==> src/rtl/lsu_pkg.sv <==
// Shared encodings for the load/store unit: access sizes, response codes, FSM states.
package lsu_pkg;

    localparam logic [1:0] SIZE_B = 2'd0;
    localparam logic [1:0] SIZE_H = 2'd1;
    localparam logic [1:0] SIZE_W = 2'd2;
    localparam logic [1:0] SIZE_D = 2'd3;

    localparam logic [1:0] ERR_OK       = 2'd0;
    localparam logic [1:0] ERR_MISALIGN = 2'd1;
    localparam logic [1:0] ERR_SIZE     = 2'd2;
    localparam logic [1:0] ERR_TIMEOUT  = 2'd3;

    typedef enum logic [1:0] {
        S_IDLE = 2'd0,
        S_BUS  = 2'd1,
        S_RESP = 2'd2
    } lsu_state_e;

    // Natural alignment: the low 'size' address bits must be zero.
    function automatic logic misaligned(input logic [2:0] lo, input logic [1:0] size);
        case (size)
            SIZE_B:  misaligned = 1'b0;
            SIZE_H:  misaligned = lo[0];
            SIZE_W:  misaligned = |lo[1:0];
            default: misaligned = |lo[2:0];
        endcase
    endfunction

endpackage

==> src/rtl/lsu_lane.sv <==
// Combinational byte-lane steering for stores and shift/extend for loads.
module lsu_lane
    import lsu_pkg::*;
#(
    parameter int XLEN  = 32,
    parameter int OFF_W = $clog2(XLEN/8)
) (
    input  logic [OFF_W-1:0]  i_off,
    input  logic [1:0]        i_size,
    input  logic              i_unsigned,
    input  logic [XLEN-1:0]   i_wdata,
    input  logic [XLEN-1:0]   i_drdata,
    output logic [XLEN/8-1:0] o_dbe,
    output logic [XLEN-1:0]   o_dwdata,
    output logic [XLEN-1:0]   o_rdata
);
    localparam int NB = XLEN/8;

    logic [NB-1:0]   w_lenmask;
    logic [XLEN-1:0] w_lanemask;
    logic [XLEN-1:0] w_raw;
    logic            w_sign;
    int              w_nbits;

    always_comb begin
        w_lenmask  = '0;
        w_lanemask = '0;
        o_rdata    = '0;
        for (int i = 0; i < NB; i++)
            w_lenmask[i] = (i < (1 << i_size));
        o_dbe = w_lenmask << i_off;
        for (int i = 0; i < XLEN; i++)
            w_lanemask[i] = o_dbe[i/8];
        o_dwdata = (i_wdata << {i_off, 3'b000}) & w_lanemask;

        w_raw   = i_drdata >> {i_off, 3'b000};
        w_nbits = 8 << i_size;
        case (i_size)
            SIZE_B:  w_sign = w_raw[7];
            SIZE_H:  w_sign = w_raw[15];
            SIZE_W:  w_sign = w_raw[31];
            default: w_sign = w_raw[XLEN-1];
        endcase
        // A full-width load has no bits left to extend, so unsigned is moot there.
        w_sign = w_sign & ~i_unsigned;
        for (int i = 0; i < XLEN; i++)
            o_rdata[i] = (i < w_nbits) ? w_raw[i] : w_sign;
    end

endmodule

==> src/rtl/rv_lsu.sv <==
// Registered, handshaked load/store engine between execute and the data bus.
module rv_lsu
    import lsu_pkg::*;
#(
    parameter int XLEN    = 32,
    parameter int TIMEOUT = 255,
    parameter int CNT_W   = 8
) (
    input  logic              clk,
    input  logic              rst,
    input  logic              req_valid,
    output logic              req_ready,
    input  logic              req_write,
    input  logic [1:0]        req_size,
    input  logic              req_unsigned,
    input  logic [XLEN-1:0]   req_addr,
    input  logic [XLEN-1:0]   req_wdata,
    output logic              resp_valid,
    output logic [XLEN-1:0]   resp_rdata,
    output logic [1:0]        resp_err,
    output logic              busy,
    output logic              dreq,
    output logic              dwrite,
    output logic [1:0]        dsize,
    output logic [XLEN-1:0]   daddr,
    output logic [XLEN/8-1:0] dbe,
    output logic [XLEN-1:0]   dwdata,
    input  logic [XLEN-1:0]   drdata,
    input  logic              dready_n,
    input  logic              dbusy
);
    localparam int OFF_W = $clog2(XLEN/8);

    lsu_state_e       r_state;
    logic [CNT_W-1:0] r_cnt;
    logic [OFF_W-1:0] r_off;
    logic [1:0]       r_size;
    logic             r_unsigned;

    logic [OFF_W-1:0]  w_off;
    logic [1:0]        w_size;
    logic              w_unsigned;
    logic [XLEN/8-1:0] w_dbe;
    logic [XLEN-1:0]   w_dwdata;
    logic [XLEN-1:0]   w_rdata;
    logic              w_bad_size;
    logic              w_misalign;
    logic              w_done;
    logic              w_timeout;

    // One lane instance serves both phases: request fields in IDLE, latched fields on the bus.
    assign w_off      = (r_state == S_IDLE) ? req_addr[OFF_W-1:0] : r_off;
    assign w_size     = (r_state == S_IDLE) ? req_size : r_size;
    assign w_unsigned = (r_state == S_IDLE) ? req_unsigned : r_unsigned;

    lsu_lane #(.XLEN(XLEN)) u_lane (
        .i_off      (w_off),
        .i_size     (w_size),
        .i_unsigned (w_unsigned),
        .i_wdata    (req_wdata),
        .i_drdata   (drdata),
        .o_dbe      (w_dbe),
        .o_dwdata   (w_dwdata),
        .o_rdata    (w_rdata)
    );

    assign w_bad_size = (req_size == SIZE_D) && (XLEN == 32);
    assign w_misalign = misaligned(req_addr[2:0], req_size);
    assign w_done     = dwrite ? ~dbusy : ~dready_n;
    assign w_timeout  = (TIMEOUT != 0) && (r_cnt == CNT_W'(TIMEOUT));

    always_ff @(posedge clk) begin
        if (rst) begin
            r_state    <= S_IDLE;
            r_cnt      <= '0;
            r_off      <= '0;
            r_size     <= '0;
            r_unsigned <= 1'b0;
            req_ready  <= 1'b1;
            resp_valid <= 1'b0;
            resp_rdata <= '0;
            resp_err   <= ERR_OK;
            busy       <= 1'b0;
            dreq       <= 1'b0;
            dwrite     <= 1'b0;
            dsize      <= '0;
            daddr      <= '0;
            dbe        <= '0;
            dwdata     <= '0;
        end else begin
            resp_valid <= 1'b0;
            resp_rdata <= '0;
            resp_err   <= ERR_OK;
            case (r_state)
                S_IDLE: begin
                    if (req_valid) begin
                        r_off      <= req_addr[OFF_W-1:0];
                        r_size     <= req_size;
                        r_unsigned <= req_unsigned;
                        dwrite     <= req_write;
                        dsize      <= req_size;
                        daddr      <= req_addr;
                        req_ready  <= 1'b0;
                        busy       <= 1'b1;
                        if (w_bad_size || w_misalign) begin
                            r_state    <= S_RESP;
                            resp_valid <= 1'b1;
                            resp_err   <= w_bad_size ? ERR_SIZE : ERR_MISALIGN;
                        end else begin
                            r_state <= S_BUS;
                            r_cnt   <= '0;
                            dreq    <= 1'b1;
                            dbe     <= w_dbe;
                            dwdata  <= w_dwdata;
                        end
                    end
                end
                S_BUS: begin
                    if (w_done) begin
                        r_state    <= S_RESP;
                        dreq       <= 1'b0;
                        resp_valid <= 1'b1;
                        resp_rdata <= dwrite ? '0 : w_rdata;
                    end else if (w_timeout) begin
                        r_state    <= S_RESP;
                        dreq       <= 1'b0;
                        resp_valid <= 1'b1;
                        resp_err   <= ERR_TIMEOUT;
                    end else begin
                        r_cnt <= r_cnt + 1'b1;
                    end
                end
                default: begin
                    r_state   <= S_IDLE;
                    req_ready <= 1'b1;
                    busy      <= 1'b0;
                end
            endcase
        end
    end

endmodule
==> config.mk <==
export PLATFORM = sky130hd
export DESIGN_NAME = rv_lsu
export DESIGN_NICKNAME = d
export VERILOG_FILES = /design/src/rtl/lsu_pkg.sv /design/src/rtl/lsu_lane.sv /design/src/rtl/rv_lsu.sv
export SDC_FILE = /design/constraint.sdc
export NUM_CORES = 1
export LEC_CHECK = 0
export CORE_ASPECT_RATIO = 1.4
export CORE_MARGIN = 4
export CORE_UTILIZATION = 46
export CTS_BUF_LIST = sky130_fd_sc_hd__clkbuf_16
export CTS_CLUSTER_DIAMETER = 100
export DETAILED_ROUTE_END_ITERATION = 10
export GPL_TIMING_DRIVEN = 0
export PLACE_DENSITY = 0.86
export SLEW_MARGIN = 20
export SYNTH_ARGS = -nofsm -noshare
export SYNTH_HDL_FRONTEND = slang
export SYNTH_SLANG_ARGS = --single-unit
==> constraint.sdc <==
create_clock -name clk -period 4.6 [get_ports clk]
set_input_delay 0.46 -clock clk [delete_from_list [all_inputs] [get_ports clk]]
set_output_delay 0.46 -clock clk [all_outputs]
set_load 0.01 [all_outputs]
; ---- Yosys cells after proc, flatten, opt, wreduce, memory -nomap -nowiden
; Cells that the tools add are included.
[word_totals]
reg_bits = 122
inputBits = 105
out_inout_bits = 109
wordCells = 158
[classes]
addsub = 1
n_lt_le_gt_ge = 36
eq_ne = 11
shifts = 5
n_mux = 68
n_bitwise = 8
reduce_logical = 14
[ops]
columns = cell, count
row1 = < comparator 6 x 32 -> 1 bit (first input constant), 16
row2 = < comparator 5 x 32 -> 1 bit (first input constant), 8
row3 = < comparator 3 x 32 -> 1 bit (first input constant), 4
row4 = < comparator 4 x 32 -> 1 bit (first input constant), 4
row5 = < comparator 1 x 32 -> 1 bit (first input constant), 2
row6 = < comparator 2 x 32 -> 1 bit (first input constant), 2
row7 = two-way mux 1 bit, 44
row8 = AND 32 bit, 1
row9 = two-way mux 8 bit, 4
row10 = << shifter 1 x 2 -> 32 bit (first input constant), 1
row11 = << shifter 32 x 5 -> 32 bit, 1
row12 = << shifter 4 x 2 -> 32 bit (first input constant), 1
row13 = right shift 32 x 5 -> 32 bit, 1
row14 = two-way mux 2 bit, 11
row15 = one-hot mux 8 bit (2 select lines), 1
row16 = one-hot mux 1 bit (2 select lines), 5
row17 = adder 8 x 1 -> 8 bit (second input constant), 1
row18 = equality test 8 bit (second input constant), 1
row19 = inequality test 2 bit (second input constant), 4
row20 = one-hot mux 2 bit (2 select lines), 2
row21 = equality test 2 x 1 -> 1 bit (second input constant), 3
row22 = zero test 2 bit, 3
row23 = inverter 1 bit, 6
row24 = AND reduction 2 bit, 3
row25 = 13 further kinds, 14

; ---- Depth between registers and ports, before layout
; Gate-level depths: netlist of run 1.
[depth]
word_depth = 6
depth_mapped = 9
mapped_depth_nobuf = 7

; ---- Cells and area by module
; From an unflattened synthesis of run 1, not the netlist that was laid out.
[unflattened]
hier_cells = 693
area_unflattened_um2 = 5698.0
[by_module_without_submodules]
columns = module, n_inst, cells_per_inst, area_per_inst_um2, seq_area_each_um2
row1 = rv_lsu, 1, 482, 4192.8, 2402.3
row2 = lsu_lane, 1, 211, 1505.2, 0.0

; ---- Worst setup path before layout of run 1
; No wires, ideal clock.
[synth_timing]
kind = flip-flop to flip-flop
startpoint = register r_state[1]
endpoint = register resp_rdata[17]
setup_time_ps = 69
t_arrival_ps = 2076
required_ps = 4531
setup_slack_ps = 2455
stages_incl_launch_ff = 9
path_buffers = 2
period_less_slack_ps = 2145
cell_sequence = dfxtp_1 buf_6 nor2_4 mux2i_4 mux2i_1 a221o_1 a2111o_2 buf_6 o21ai_1
[synth_via]
elab_chain_cells = 6
word_cells_on_any_way = 16
classes_between = order compare: 1 / eq/ne: 2 / shift: 2 / mux: 5 / bitwise: 3 / reduce/logical: 3
[synth_rtl]
columns = item, line
row1 = from (decl), rv_lsu.sv:34  ; lsu_state_e r_state;
row2 = from (signal assigned), rv_lsu.sv:74  ; r_state <= S_IDLE;
row3 = from (signal assigned), rv_lsu.sv:106  ; r_state <= S_RESP;
row4 = from (signal assigned), rv_lsu.sv:110  ; r_state <= S_BUS;
row5 = branches (longest 6 deep; another with < comparator 6 x 32 -> 1 bit), -
row6 = to (signal assigned), rv_lsu.sv:123  ; resp_rdata <= dwrite ? '0 : w_rdata;
row7 = to (decl), rv_lsu.sv:19  ; output logic [XLEN-1:0] resp_rdata,
; Several ways; the timed one is not identified.
; A chain may end at the register's enable or synchronous reset.

; ---- Worst setup path after layout of run 1
[layout_timing]
startpoint = input port req_addr[0]
endpoint = register dwdata[21]
[layout_via]
elab_chain_cells = 5
word_cells_on_any_way = 10
classes_between = shift: 2 / mux: 2 / bitwise: 2 / reduce/logical: 4
[layout_rtl]
columns = item, line
row1 = from (decl), rv_lsu.sv:16  ; input logic [XLEN-1:0] req_addr,
row2 = branches (longest 5 deep; another with << shifter 32 x 5 -> 32 bit), -
row3 = to (signal assigned), rv_lsu.sv:114  ; dwdata <= w_dwdata;
row4 = to (decl), rv_lsu.sv:27  ; output logic [XLEN-1:0] dwdata,
; Several ways; the timed one is not identified.

==> impl_metrics.json, run 1 <==
{
  "status": "completed",
  "fin_crit_ns": 2.80,
  "post_cts_resized": 0,
  "post_synth_num_cell_types": 54,
  "relSlewSlack": 0.165,
  "final_cell_count_no_fill": 949,
  "ys_ff_latch": 120,
  "synth_edf_count": 0,
  "wl_per_cell_um": 17.7,
  "finalClockSkew_ns": 0.00654,
  "yosys.area.top_type_share": 0.484,
  "cts_buffers": 17,
  "ctsHtreeMaxLevel": 4,
  "cts-root-buf": "clkbuf_16",
  "synthFlopType": "dfxtp_1",
  "overflow": 0,
  "p_leak_uw": 0.00308,
  "coreArea_um2": 10500,
  "cp_max_fo": 10,
  "yosys-top-cells-count": "nand2_1 (136), dfxtp_1 (120), a21oi_1 (56)",
  "reg2reg_from": "r_state[1]$_SDFFE_PP0P_",
  "synth_area_leader_cell": "dfxtp_1",
  "path_class": "in2reg",
  "cp-end-kind": "register",
  "hold_buffers": 0,
  "antenna_cells": 0,
  "antenna_found_initial": 0,
  "die_y_um": 131,
  "yosys_warnings": 0,
  "slew_viol_final": 0,
  "syn_inst": 569,
  "crit_path_start": "req_addr[0]",
  "min_from": "req_addr[1]",
  "arrival_ns": 3.13,
  "ir_worst_vdd_mv": 0.362,
  "io_pins": 214,
  "drc": 0,
  "drt-initial-drc-count": 367,
  "final_layout_size_suffix_gt1_frac": 0.0740,
  "cts_setup_buffers": 0,
  "cts.sinks": 120,
  "tritoncts": "done",
  "die_x_um": 95.7,
  "cp.required_ns": 4.93,
  "gp_congestion": 0.832,
  "post-place-cells": 917,
  "area_growth_pct": 58.2,
  "hp-class": "in2reg",
  "yosys.cell_count.top_type": "nand2_1",
  "finalWirelength_um": 16800,
  "synth.avg_cell_area_um2": 8.71,
  "crit_path_start_kind": "input port",
  "ant_nets": 0,
  "rsz0062_at_grt": "false",
  "grt_use_total": 0.264,
  "period_share": 0.609,
  "max_freq_mhz": 357,
  "fp-row-count": 44,
  "nets": 904,
  "tightest_slew_ns": 1.24,
  "drt_pass1_iterations": 5,
  "setup_viol_count_final": 0,
  "dpl.hpwl_um": 12400,
  "final_area_um2": 7850,
  "start_util": 0.474,
  "detailed_place.area_um2": 7230,
  "dr_total_vias": 5115,
  "path_clk_slew_ns": 0.06,
  "clockBufferDepth": 2,
  "async_flop_share": 0,
  "netlist_area_um2": 4960,
  "synthTopCellsByArea": "dfxtp_1 (48%), nand2_1 (10%), mux2i_1 (8.3%), a21oi_1 (5.7%), o21ai_0 (3.5%)",
  "grt_max_degree": 17,
  "via_per_inst": 5.39,
  "numPortBuffers": 210,
  "dieArea_um2": 12500,
  "grt_pass1_vias": 5170,
  "synthesis.nets": 675,
  "clk-insertion-delay-late_ns": 0.41,
  "p_per_area_nw_per_um2": 384,
  "cap_violations": 0,
  "ys_seq_area_frac": 0.484,
  "fin_tns_setup_ns": 0,
  "grt_pass1_wl_um": 25400,
  "hold_violations": 0
}
[flip-flops by register name, indices dropped and copies added (netlist names)]
signal	cells
r_size	2
resp_err	2
dreq	1
dbe	4
dwrite	1
req_ready	1
r_state	2
r_cnt	8
r_unsigned	1
resp_valid	1
dwdata	32
daddr	32
resp_rdata	32
busy	1
[power by group]
group | leakage, µW | total, µW | switching, µW | internal, µW
Combinational | 0.00181 | 517 | 257 | 260
Sequential | 0.000976 | 1120 | 29.1 | 1090
Clock | 0.000297 | 1380 | 478 | 897
Total | 0.00308 | 3010 | 764 | 2250
[path summary, 6_finish.rpt]
kind | to | slack [ns] | cells past startpoint
setup / recovery | dwdata[21]$_SDFFE_PP0P_ | 1.80 | 6
hold / removal | daddr[1]$_SDFFE_PP0P_ | 0.36 | 3
setup reg to reg | dwdata[21]$_SDFFE_PP0P_ | 1.86 | 7
hold reg to reg | dbe[2]$_SDFFE_PP0P_ | 0.44 | 2
[metrics by stage]
step	total power [µW]	setup slack (ns)	util	hold WS [ns]
6_report	3010	1.80	0.750	0.355
5_1_grt	3110	1.70	0.750	0.363
4_1_cts	3010	1.91	0.750	0.346
3_5_place_dp	1650	1.53	0.692	0.437
3_3_place_gp	1640	1.57	0.692	0.432
2_1_floorplan	1390	2.45	-	0.449
[final cells by class]
cell class	count	area (µm²)
well taps	138	173
repair buffers	210	2100
fillers	738	2620
clock inverters	15	186
inverters	3	11.3
clock buffers	17	425
flip-flops and latches	120	2400
multi-input cells	409	2360
plain buffers	37	184
[routing by layer]
| layer | routed length (µm) | track usage |
|---|---|---|
| met4 | 420 | 0.115 |
| met5 | 0 | 0 |
| met1 | 6070 | 0.277 |
| met3 | 1540 | 0.0893 |
| met2 | 8780 | 0.473 |
[cell usage in the layout, fill, tap and decap left out, types with 3 or more instances in the layout]
master	instances
clkdlybuf4s50_1	210
nand2_1	136
dfxtp_1	120
a21oi_1	56
mux2i_1	41
nor2_1	38
o21ai_0	35
clkbuf_1	26
clkbuf_16	17
a22o_1	8
mux2_2	8
nand3_1	8
a32o_1	8
a211oi_1	7
nor3_1	6
xor2_1	6
inv_1	5
buf_2	5
nand4_1	5
a22oi_1	4
clkinvlp_4	4
bufinv_16	4
clkinv_2	4
a21boi_0	3
[kinds of logic after synthesis]
group                    share of synthesized area
buffers and inverters                       0.0394
flip-flops                                   0.484
adder cells (fa/ha/maj)                    0.00252
AND/OR/NAND/NOR                              0.184
multiplexers                                 0.109
AO/OA/AOI/OAI                                0.169
XOR/XNOR                                    0.0124
[critical path: stages]
cell and delay, ns:
clkdlybuf4s50_1 0.60, inv_1 0.15, o31ai_1 1.05, clkbuf_1 0.52, a21oi_1 0.18, o21ai_0 0.17
No activity file was read; power rests on OpenSTA's default activity.
==> run 2: changes to the inputs <==
- CORE_UTILIZATION: 46 -> 38
- PLACE_DENSITY: 0.86 -> 0.76
- clock period: 4.6 -> 2.25 ns (I/O delays scaled with it)
==> impl_metrics.json, run 2 (synthesis gave the netlist of run 1 again) <==
{
  "final_layout_size_suffix_gt1_frac": 0.105,
  "die_x_um": 105,
  "drt-initial-drc-count": 215,
  "arrival_ns": 2.56,
  "gp_congestion": 0.834,
  "cts_buffers": 17,
  "holdPathStages": 3,
  "post-place-cells": 932,
  "antenna_cells": 0,
  "seqPwrFrac": 0.365,
  "status": "completed",
  "swShare": 0.260,
  "path_class": "reg2reg",
  "worstSetupPathDepth": 7,
  "tightest_slew_ns": 0.672,
  "drc": 0,
  "finalClockSkew_ns": 0.00963,
  "grt_pass1_vias": 5335,
  "wl_met2_um": 9620,
  "final_common_cell": "clkdlybuf4s50_1",
  "hold_violations": 0,
  "wl_per_cell_um": 18.2,
  "grt_max_degree": 17,
  "dp_slack_ns": -0.664,
  "antenna_found_initial": 0,
  "cp.buffers_inverters": 1,
  "io_pins": 214,
  "hp-class": "in2reg",
  "ir_worst_vdd_mv": 0.495,
  "coreArea_um2": 12800,
  "layout_setup_ws_ns": 0.0273,
  "cp.required_ns": 2.59,
  "hold_ws_ns": 0.131,
  "cp_max_fo": 10,
  "r2r_slack_ns": 0.03,
  "ant_nets": 0,
  "clkPwrFrac": 0.459,
  "grt_use_total": 0.230,
  "crit_path_top_delay_cell": "a2111o_2",
  "p_leak_uw": 0.00315,
  "cpPeakStageDelay_ns": 0.53,
  "m1WireLength_um": 6480,
  "critPathTopFamily": "compound AO/OA/AOI/OAI gates",
  "wl_met3_um": 1270,
  "cp-end-kind": "register",
  "dieArea_um2": 15000,
  "die_y_um": 143,
  "clockBufferDepth": 2,
  "clk-insertion-delay-late_ns": 0.41,
  "area_growth_pct": 61.8,
  "path_clk_slew_ns": 0.06,
  "cap_violations": 0,
  "start_util": 0.387,
  "slew_viol_final": 0,
  "tritoncts": "done",
  "p_per_area_nw_per_um2": 781,
  "ff2ff_path_depth": 7,
  "final_area_um2": 8030,
  "crit_path_start_kind": "register",
  "overflow": 0,
  "dr_total_vias": 5094,
  "setup_viol_count_final": 0,
  "dpl.hpwl_um": 13400,
  "max_freq_mhz": 450,
  "nets": 912,
  "cts-root-buf": "clkbuf_16",
  "period_share": 0.988,
  "top_layer": "met4",
  "rsz0062_at_grt": "true",
  "layout_common_cells": "clkdlybuf4s50_1 (210), nand2_1 (136), dfxtp_1 (118), a21oi_1 (54), mux2i_1 (41)",
  "hold_buffers": 0,
  "detailed_place.area_um2": 7260,
  "grt_pass1_wl_um": 27300,
  "relSlewSlack": 0.552,
  "final_cell_count_no_fill": 972,
  "ctsHtreeMaxLevel": 4,
  "finalWirelength_um": 17700,
  "largestRegisters": "daddr: 32 flops, dwdata: 32 flops, resp_rdata: 32 flops",
  "internal_power_uw": 4640,
  "fin_crit_ns": 2.22,
  "via_per_inst": 5.24,
  "fp-row-count": 49,
  "comb_power_share": 0.176,
  "cts.sinks": 120,
  "netSwitchingPower_uw": 1630,
  "numPortBuffers": 210,
  "drt_pass1_iterations": 4,
  "cp_cell_sequence": "nor2_4 -> mux2i_4 -> mux2i_1 -> a221o_1 -> a2111o_2 -> buf_6 -> o21ai_1"
}
[run 2: what timing repair did]
item,4_1_cts,5_1_grt
resized for setup,8,20
cloned,0,0
hold endpoints to repair,0,0
setup buffers,7,3
pin swaps,2,5
endpoints found under the setup margin,56,59
[run 2: through the flow]
stage               power [µW]  utilization  setup TNS, ns
floorplan                 2840            -              0
global route              6480        0.626         -0.269
CTS                       6280        0.622              0
finish                    6270        0.626              0
detailed placement        3380        0.566         -26.24
global placement          3360        0.566         -24.76
[run 2: metal layers]
| metal | track usage | vias to the layer above |
|---|---|---|
| li1 | - | 2458 |
| met1 | 0.232 | 2431 |
| met2 | 0.443 | 175 |
| met3 | 0.0787 | 30 |
| met4 | 0.0700 | 0 |
| met5 | 0 | - |
[run 2: power by group through the flow]
stage	Clock, µW	Combinational, µW	Sequential (µW)
finish	2880	1100	2290
global route	3000	1180	2300
CTS	2910	1080	2290
detailed placement	0	1050	2330
global placement	0	1030	2320
floorplan	0	477	2360
[run 2: area by class of cell]
cell class                      count  area [µm²]
Buffer                             35         179
Clock buffer                       17         425
Clock inverter                     15         204
Fill cell                        1088        4790
Inverter                            3        11.3
Multi-Input combinational cell    409        2420
Sequential cell                   120        2410
Tap cell                          153         191
Timing Repair Buffer              220        2180
[run 2: tightest hold or removal path, cell delays in order]
cell      delay (ns)
clkbuf_8        0.15
nand2_1         0.06
a21oi_1         0.05
[run 2: worst paths after layout]
check                          start                   endpoint
max          r_state[1]$_SDFFE_PP0P_  resp_rdata[21]$_SDFF_PP0_
min                      req_addr[1]      daddr[1]$_SDFFE_PP0P_
max reg2reg  r_state[1]$_SDFFE_PP0P_  resp_rdata[21]$_SDFF_PP0_
min reg2reg      dbe[1]$_SDFFE_PP0P_        dbe[1]$_SDFFE_PP0P_
